$ cat src/rtl/proc_pkg.sv
// Shared processor constants: phase codes and sequencer state encoding.
// The control decoder imports the same definitions.
package proc_pkg;

  localparam int unsigned PHASE_W = 3;
  localparam int unsigned COUNT_W = 16;

  typedef enum logic [PHASE_W-1:0] {
    PH_IDLE = 3'd0,
    PH_IF   = 3'd1,
    PH_ID   = 3'd2,
    PH_EX   = 3'd3,
    PH_MEM  = 3'd4,
    PH_WB   = 3'd5
  } phase_e;

  typedef enum logic [1:0] {
    ST_IDLE   = 2'd0,
    ST_RUN    = 2'd1,
    ST_STEP   = 2'd2,
    ST_HALTED = 2'd3
  } seq_state_e;

  // Advance to the following pipeline phase (caller handles the WB wrap)
  function automatic phase_e next_phase(input phase_e p);
    return phase_e'(PHASE_W'(p + 3'd1));
  endfunction

  // Phases in which a decoded HLT is trusted
  function automatic logic halt_window(input phase_e p);
    return (p == PH_ID) || (p == PH_EX) || (p == PH_MEM) || (p == PH_WB);
  endfunction

endpackage

$ cat src/rtl/phase_sequencer_if.sv
// Button, decoder and status signals between the phase sequencer and its surroundings.
interface phase_sequencer_if;
  import proc_pkg::*;

  logic               exec;
  logic               step;
  logic               stop_flag;
  logic [PHASE_W-1:0] phase;
  logic               running;
  logic               halted;
  logic [COUNT_W-1:0] instr_count;

  modport master (
    output exec, step, stop_flag,
    input  phase, running, halted, instr_count
  );

  modport slave (
    input  exec, step, stop_flag,
    output phase, running, halted, instr_count
  );

endinterface

$ cat src/rtl/btn_pulse.sv
// Two-flop synchroniser plus rising-edge detector for an asynchronous button.
// The pulse is registered, so it appears 3 cycles after the button rises.
module btn_pulse (
  input  logic clk,
  input  logic rst,
  input  logic btn,
  output logic pulse
);

  logic sync1;
  logic sync2;
  logic prev;

  always_ff @(posedge clk) begin
    if (!rst) begin
      sync1 <= 1'b0;
      sync2 <= 1'b0;
      prev  <= 1'b0;
      pulse <= 1'b0;
    end else begin
      sync1 <= btn;
      sync2 <= sync1;
      prev  <= sync2;
      pulse <= sync2 & ~prev;
    end
  end

endmodule

$ cat src/rtl/phase_sequencer.sv
// Five-phase instruction sequencer with run/stop, single-step and HLT handling.
// Counts completed WB phases; HALTED is left only through reset.
module phase_sequencer
  import proc_pkg::*;
(
  input  logic               clk,
  input  logic               rst,
  phase_sequencer_if.slave   bus
);

  logic exec_pulse;
  logic step_pulse;

  btn_pulse u_exec_pulse (
    .clk   (clk),
    .rst   (rst),
    .btn   (bus.exec),
    .pulse (exec_pulse)
  );

  btn_pulse u_step_pulse (
    .clk   (clk),
    .rst   (rst),
    .btn   (bus.step),
    .pulse (step_pulse)
  );

  seq_state_e         state_q,     state_d;
  phase_e             phase_q,     phase_d;
  logic               halt_pend_q, halt_pend_d;
  logic               stop_pend_q, stop_pend_d;
  logic               running_q,   running_d;
  logic               halted_q,    halted_d;
  logic [COUNT_W-1:0] count_q,     count_d;

  always_ff @(posedge clk) begin
    if (!rst) begin
      state_q     <= ST_IDLE;
      phase_q     <= PH_IDLE;
      halt_pend_q <= 1'b0;
      stop_pend_q <= 1'b0;
      running_q   <= 1'b0;
      halted_q    <= 1'b0;
      count_q     <= '0;
    end else begin
      state_q     <= state_d;
      phase_q     <= phase_d;
      halt_pend_q <= halt_pend_d;
      stop_pend_q <= stop_pend_d;
      running_q   <= running_d;
      halted_q    <= halted_d;
      count_q     <= count_d;
    end
  end

  // Next state; pending flags raised in phase WB still steer the WB exit
  always_comb begin
    state_d     = state_q;
    phase_d     = phase_q;
    halt_pend_d = halt_pend_q;
    stop_pend_d = stop_pend_q;
    count_d     = count_q;

    case (state_q)
      ST_IDLE: begin
        if (exec_pulse) begin
          state_d     = ST_RUN;
          phase_d     = PH_IF;
          halt_pend_d = 1'b0;
        end else if (step_pulse) begin
          state_d     = ST_STEP;
          phase_d     = PH_IF;
          halt_pend_d = 1'b0;
        end
      end

      ST_RUN, ST_STEP: begin
        if (bus.stop_flag && halt_window(phase_q)) begin
          halt_pend_d = 1'b1;
        end
        if ((state_q == ST_RUN) && exec_pulse) begin
          stop_pend_d = 1'b1;
        end

        if (phase_q != PH_WB) begin
          phase_d = next_phase(phase_q);
        end else begin
          count_d = count_q + COUNT_W'(1);
          if (halt_pend_d) begin
            state_d     = ST_HALTED;
            phase_d     = PH_IDLE;
            stop_pend_d = 1'b0;
          end else if ((state_q == ST_STEP) || stop_pend_d) begin
            state_d     = ST_IDLE;
            phase_d     = PH_IDLE;
            stop_pend_d = 1'b0;
          end else begin
            phase_d     = PH_IF;
            halt_pend_d = 1'b0;
          end
        end
      end

      ST_HALTED: begin
        phase_d = PH_IDLE;
      end

      default: begin
        state_d = ST_IDLE;
        phase_d = PH_IDLE;
      end
    endcase

    running_d = (state_d == ST_RUN) || (state_d == ST_STEP);
    halted_d  = (state_d == ST_HALTED);
  end

  assign bus.phase       = phase_q;
  assign bus.running     = running_q;
  assign bus.halted      = halted_q;
  assign bus.instr_count = count_q;

endmodule

$ cat src/flat_wrapper.sv
// flat-port wrapper written by rule: the top's interface ports become plain ports
module phase_sequencer_flat import proc_pkg::*;
  (clk, rst, bus_exec, bus_step, bus_stop_flag, bus_phase, bus_running, bus_halted, bus_instr_count);
  phase_sequencer_if bus_i ();
  input  logic clk;
  input  logic rst;
  input wire logic [$bits(bus_i.exec)-1:0] bus_exec;
  input wire logic [$bits(bus_i.step)-1:0] bus_step;
  input wire logic [$bits(bus_i.stop_flag)-1:0] bus_stop_flag;
  output wire logic [$bits(bus_i.phase)-1:0] bus_phase;
  output wire logic [$bits(bus_i.running)-1:0] bus_running;
  output wire logic [$bits(bus_i.halted)-1:0] bus_halted;
  output wire logic [$bits(bus_i.instr_count)-1:0] bus_instr_count;
  assign bus_i.exec = bus_exec;
  assign bus_i.step = bus_step;
  assign bus_i.stop_flag = bus_stop_flag;
  assign bus_phase = bus_i.phase;
  assign bus_running = bus_i.running;
  assign bus_halted = bus_i.halted;
  assign bus_instr_count = bus_i.instr_count;
  phase_sequencer u_core (.clk(clk), .rst(rst), .bus(bus_i));
endmodule
$ cat config.mk
export PLATFORM = sky130hd
export DESIGN_NAME = phase_sequencer_flat
export DESIGN_NICKNAME = d
export VERILOG_FILES = /design/src/rtl/proc_pkg.sv /design/src/rtl/phase_sequencer_if.sv /design/src/rtl/btn_pulse.sv /design/src/rtl/phase_sequencer.sv /design/src/flat_wrapper.sv
export SDC_FILE = /design/constraint.sdc
export NUM_CORES = 1
export LEC_CHECK = 0
export CORE_MARGIN = 4
export CORE_UTILIZATION = 25
export CTS_CLUSTER_DIAMETER = 80
export DETAILED_ROUTE_END_ITERATION = 8
export PLACE_DENSITY = 0.45
export SLEW_MARGIN = 20
export SYNTH_ARGS = -nofsm -noshare
export SYNTH_HDL_FRONTEND = slang
export SYNTH_SLANG_ARGS = --single-unit
$ cat constraint.sdc
create_clock -name clk -period 2.45 [get_ports clk]
set_input_delay 0.245 -clock clk [delete_from_list [all_inputs] [get_ports clk]]
set_output_delay 0.245 -clock clk [all_outputs]
set_load 0.02 [all_outputs]
# Word-level counts from Yosys, hierarchy flattened

Index checks and enable logic that the tools add are counted.
Widths: inputs -> output; s select.

Word-level logic and storage cells: 70
Register bits: 33
Bits of input ports: 5

Mux-type cells: 24
$add $sub $neg: 2
Bitwise logic cells: 5
Reductions and logical operators: 12
Equal/unequal tests: 12

Operator list:

| cell                  | number |
|---|---|
| $add 16x1->16 const B | 1 |
| $mux 1                | 12 |
| $mux 3                | 4 |
| $mux 2                | 5 |
| $pmux 3 s3            | 1 |
| $eq 2x2->1 const B    | 4 |
| $eq 3x2->1 const B    | 2 |
| $eq 3x3->1 const B    | 2 |
| $ne 3x3->1 const B    | 2 |
| $logic_or 1x1->1      | 5 |
| $eq 2x1->1 const B    | 2 |
| $pmux 2 s2            | 1 |
| $reduce_and 2->1      | 2 |
| $add 3x1->3 const B   | 1 |
| $not 1->1             | 3 |
| $and 1x1->1           | 2 |
| $logic_and 1x1->1     | 2 |
| $logic_not 2->1       | 1 |
| $pmux 1 s2            | 1 |
| $reduce_bool 2->1     | 1 |
| $reduce_or 2->1       | 1 |

# Depth between registers and ports, before layout

Depth in word-level cells: 12
Gate-level depth with buffers: 7
Gate-level depth less buffers: 7

# By module

A second synthesis with hierarchy kept.

Cells, all modules: 177
Area total of the unflattened synthesis: 1617.8 um^2

Modules (own cells, without submodules):

| module          | cells an instance | instances | sequential area each (um^2) | area each (um^2) |
|---|---|---|---|---|
| phase_sequencer | 161               | 1         | 500.5                       | 1395.1 |
| btn_pulse       | 8                 | 2         | 80.1                        | 111.4 |

# Worst setup path before layout

OpenSTA, ideal clock, no wires.

Path type: register to register
Start: reg with a tool-made name
End: reg u_core.count_q[15] (netlist: u_core.bus.instr_count[15])
Library setup time: 0.070 ns
Buffers on the path: 0
Slack: 0.402 ns
Clock period less this slack: 2.048 ns
Arrival time: 1.978 ns
Stages on the path, launching flop included: 7
Path through: dfxtp_1 > inv_1 > ha_1 > nand4b_4 > or3_4 > or4_1 > a21oi_1

RTL lines:

| what                 | line                  | text |
|---|---|---|
| to (signal assigned) | phase_sequencer.sv:52 | `count_q <= count_d;` |
| to (decl)            | phase_sequencer.sv:34 | `logic [COUNT_W-1:0] count_q, count_d;` |

==> flow_results.xml <==
<?xml version="1.0" encoding="UTF-8"?>
<metrics>
  <group name="global_route">
    <metric name="grt_first_pass_wirelength" unit="um">5506</metric>
    <metric name="grt_antenna_before_repair" unit="">0</metric>
    <metric name="gr-total-overflow" unit="">0</metric>
    <metric name="maximum_number_of_pins_on_one_net_before_global_route_repair" unit="">21</metric>
    <metric name="grt_use_total" unit="%">9.580</metric>
    <metric name="grt_pass1_vias" unit="">1202</metric>
  </group>
  <group name="final_layout">
    <metric name="post-route-util" unit="%">34.14</metric>
    <metric name="antenna_cells" unit="">0</metric>
    <metric name="nets" unit="">203</metric>
    <metric name="layout-drive-gt1-share" unit="%">6.250</metric>
    <metric name="final_cell_count_no_fill" unit="">264</metric>
    <metric name="flow.area_growth_from_synthesis" unit="%">30.77</metric>
  </group>
  <group name="cts">
    <metric name="post_cts.resized_instances" unit="">0</metric>
    <metric name="cts.clk_slew.worst_paths" unit="ns">0.07</metric>
    <metric name="root_buffer" unit="">clkbuf_8</metric>
    <metric name="cts_tree" unit="">yes</metric>
    <metric name="ctsLongestPathBuffers" unit="">2</metric>
    <metric name="worst_skew_pair.late_latency" unit="ns">0.28</metric>
    <metric name="hold_buffers" unit="">0</metric>
    <metric name="numClockSinks" unit="">33</metric>
    <metric name="number_of_buffers_created_by_cts" unit="">5</metric>
    <metric name="htree_num_levels" unit="">2</metric>
    <metric name="postCtsSetupRepairBufs" unit="">0</metric>
  </group>
  <group name="sta">
    <metric name="hold_viol" unit="">0</metric>
    <metric name="final_max_slew_viol_count" unit="">0</metric>
    <metric name="setup_total_negative_slack" unit="ns">0</metric>
    <metric name="setup_violations" unit="">0</metric>
    <metric name="final.period_utilization" unit="%">91.29</metric>
    <metric name="post-route-min-period" unit="ns">2.237</metric>
    <metric name="worst_slew_margin_rel" unit="%">58.59</metric>
    <metric name="worst_slew_pin_slew" unit="ns">0.6198</metric>
    <metric name="timing.clock.skew" unit="ns">0.007019</metric>
    <metric name="timing.fmax" unit="GHz">0.4471</metric>
    <metric name="unrepaired_setup_endpoints_after_global_routing" unit="">false</metric>
  </group>
  <group name="yosys">
    <metric name="synth-seq-cells" unit="">33</metric>
    <metric name="postSynthCellCount" unit="">162</metric>
    <metric name="syn-mean-instance-area" unit="um2">9.036</metric>
    <metric name="synthArstFlopShare" unit="%">0</metric>
    <metric name="part_of_the_yosys_area_used_for_sequential_elements" unit="%">45.13</metric>
    <metric name="synth_cell_types" unit="">33</metric>
    <metric name="yosysWarnings" unit="">0</metric>
    <metric name="synth_ff_type" unit="">dfxtp_1</metric>
    <metric name="synth-edff-count" unit="">0</metric>
    <metric name="synthesis.area" unit="um2">1464</metric>
    <metric name="synth_fp_nets" unit="">174</metric>
  </group>
  <group name="die">
    <metric name="floorplan.rows" unit="">27</metric>
    <metric name="pin_count" unit="">26</metric>
    <metric name="floorplan.die.width" unit="um">84.52</metric>
    <metric name="die_h" unit="um">84.52</metric>
    <metric name="coreArea" unit="um2">5608</metric>
    <metric name="die_area" unit="um2">7144</metric>
    <metric name="initial_utilization" unit="%">26.10</metric>
  </group>
  <group name="placed_design">
    <metric name="place_congestion" unit="">0.8555</metric>
    <metric name="place.port_buffers" unit="">25</metric>
    <metric name="dp_hpwl" unit="um">2260</metric>
    <metric name="number_of_placed_instances_taps_included" unit="">256</metric>
  </group>
  <group name="routing">
    <metric name="drt_iter0_drc" unit="">50</metric>
    <metric name="detail_route.drc_violations" unit="">0</metric>
    <metric name="viasPerCell" unit="">4.621</metric>
    <metric name="postRouteWirelength" unit="um">3154</metric>
    <metric name="detail_route.wl_per_cell" unit="um">11.95</metric>
    <metric name="detailedRoute.firstPassIterationCount" unit="">4</metric>
    <metric name="vias" unit="">1220</metric>
    <metric name="final_antenna_net_count" unit="">0</metric>
  </group>
  <group name="worst_setup_path">
    <metric name="r2r_end" unit="">u_core.bus.instr_count[15]</metric>
    <metric name="r2r.worst_path.cells" unit="">6</metric>
    <metric name="endpoint_kind" unit="">flop</metric>
    <metric name="regToRegSetupSlack" unit="ns">0.21</metric>
    <metric name="worst-path-max-fanout" unit="">6</metric>
    <metric name="setup.worst_path.start_class" unit="">flop</metric>
    <metric name="worst_ep_arrival_time" unit="ns">2.45</metric>
    <metric name="timing_worst_setup_path_type" unit="">reg -&gt; reg</metric>
    <metric name="cp.required" unit="ns">2.66</metric>
  </group>
  <group name="status">
    <metric name="outcome" unit="">finished clean</metric>
  </group>
  <group name="pwr">
    <metric name="power_leakage" unit="uW">0.0007136</metric>
    <metric name="post_layout_total_power" unit="uW">1137</metric>
    <metric name="power.density_cell_area" unit="nW/um2">594.2</metric>
    <metric name="maximum_vdd_drop" unit="uV">216.7</metric>
  </group>
  <group name="hold_path">
    <metric name="min_path_type" unit="">reg -&gt; reg</metric>
    <metric name="min-delay-start" unit="">u_core.u_exec_pulse.prev</metric>
    <metric name="min_delay_path_depth" unit="">1</metric>
    <metric name="timing.hold.worst_endpoint" unit="">u_core.u_exec_pulse.pulse</metric>
  </group>
  <group name="job">
    <metric name="maxCapViolCount" unit="">0</metric>
  </group>
</metrics>
[critical path: stages (launching register included)]
cell and delay [ns]:
dfxtp_1 0.40, inv_1 0.10, ha_1 0.42, nand4b_4 0.16, or3_4 0.44, or4_1 0.47, a21oi_1 0.15
[sequential cells by signal (all words and copies together), names as in the netlist, named ones only]
name,count
u_core.u_step_pulse.sync2,1
u_core.bus.halted,1
u_core.state_q,1
u_core.u_step_pulse.prev,1
u_core.bus.running,1
u_core.halt_pend_q,1
u_core.u_exec_pulse.sync2,1
u_core.u_step_pulse.pulse,1
u_core.u_exec_pulse.pulse,1
u_core.u_exec_pulse.prev,1
u_core.bus.instr_count,16
u_core.stop_pend_q,1
u_core.bus.phase,3
u_core.u_step_pulse.sync1,1
u_core.u_exec_pulse.sync1,1
[placed cells by master, fill, tap and decap left out, types with 2 or more instances in the layout]
| master | count |
|---|---|
| a21oi_1 | 12 |
| xnor2_1 | 7 |
| clkbuf_8 | 5 |
| or3_1 | 7 |
| a31oi_1 | 2 |
| xor2_1 | 2 |
| nand3_1 | 6 |
| a211o_1 | 2 |
| clkdlybuf4s50_1 | 25 |
| buf_4 | 2 |
| nor2b_1 | 3 |
| nor2_1 | 17 |
| inv_1 | 8 |
| ha_1 | 7 |
| o21ai_0 | 9 |
| dfxtp_1 | 33 |
| nor4bb_1 | 2 |
| nand4_1 | 4 |
| and2_1 | 11 |
| nand2_1 | 6 |
| nor4_1 | 4 |
| nor3_1 | 3 |
[how the worst max path moves through the flow]
| stage | to | slack (ns) | startpoint | cells past startpoint |
|---|---|---|---|---|
| 3_5_place_dp | u_core.bus.instr_count[15] | 0.24 | flop | 6 |
| 6_report | u_core.bus.instr_count[15] | 0.21 | flop | 6 |
| 5_1_grt | u_core.bus.instr_count[15] | 0.06 | flop | 6 |
| 3_3_place_gp | u_core.bus.instr_count[15] | 0.32 | flop | 6 |
| 2_1_floorplan | u_core.bus.instr_count[15] | 0.40 | flop | 6 |
| 4_1_cts | u_core.bus.instr_count[15] | 0.21 | flop | 6 |
[cells in the mapped netlist (all sizes together), types with 2 or more instances]
master	count	share of area, %
ha	7	6.0
dfxtp	33	45
and2	11	4.7
nor3	3	1.0
nand2	6	1.5
inv	8	2.1
a21oi	12	4.1
nor2	17	4.4
nor2b	3	1.3
nand3	6	2.1
xnor2	7	4.2
a211o	2	1.2
nand4	4	1.7
xor2	2	1.2
clkbuf	4	1.0
nor4	4	1.7
or3	8	3.8
a31oi	2	0.85
nor4bb	2	1.4
o21ai	9	3.1
nand4b	2	2.2
[layout make-up]
type	count	area (um2)
fill	602	3694
sequential	33	660.6
multi-input combinational	116	753.2
tap	72	90.09
inverter	8	30.03
timing repair buffer	27	265.3
clock inverter	3	46.29
clock buffer	5	68.82
[metal layers]
layer	track usage [%]	wire length, um	vias to the layer above
met5	0	0	-
met4	5.899	75	0
met3	3.238	130	6
met2	14.31	1408	29
met1	11.80	1540	556
li1	-	-	629
[where the power goes]
part	total, uW	internal [uW]	switching, uW
logic	64.4	28.8	35.6
registers	554	546	8.69
clock network	519	304	214
total	1140	879	259
[metrics by stage]
step	worst slack [ns]	hold slack, ns	instance area, um2
final	0.2135	0.3849	1914
after global routing	0.05833	0.4095	1914
after CTS	0.2136	0.3937	1914
after detailed placement	0.2401	0.3751	1799
after global placement	0.3171	0.3725	1799
after floorplan	0.4020	0.3674	1464
[cells by family (layout without fill, tap and decap cells)]
kind of cell	after synthesis	count (layout)	synth area share [%]
muxes	1	1	0.6838
DFF	33	33	45.13
xor gates and xnor gates	9	9	5.385
buffers and inverters	13	43	3.418
and+or+nand+nor	69	69	27.35
adders and majority gates	7	7	5.983
AOI/OAI and AO/OA	30	30	12.05
No activity file was read; power rests on OpenSTA's default activity.
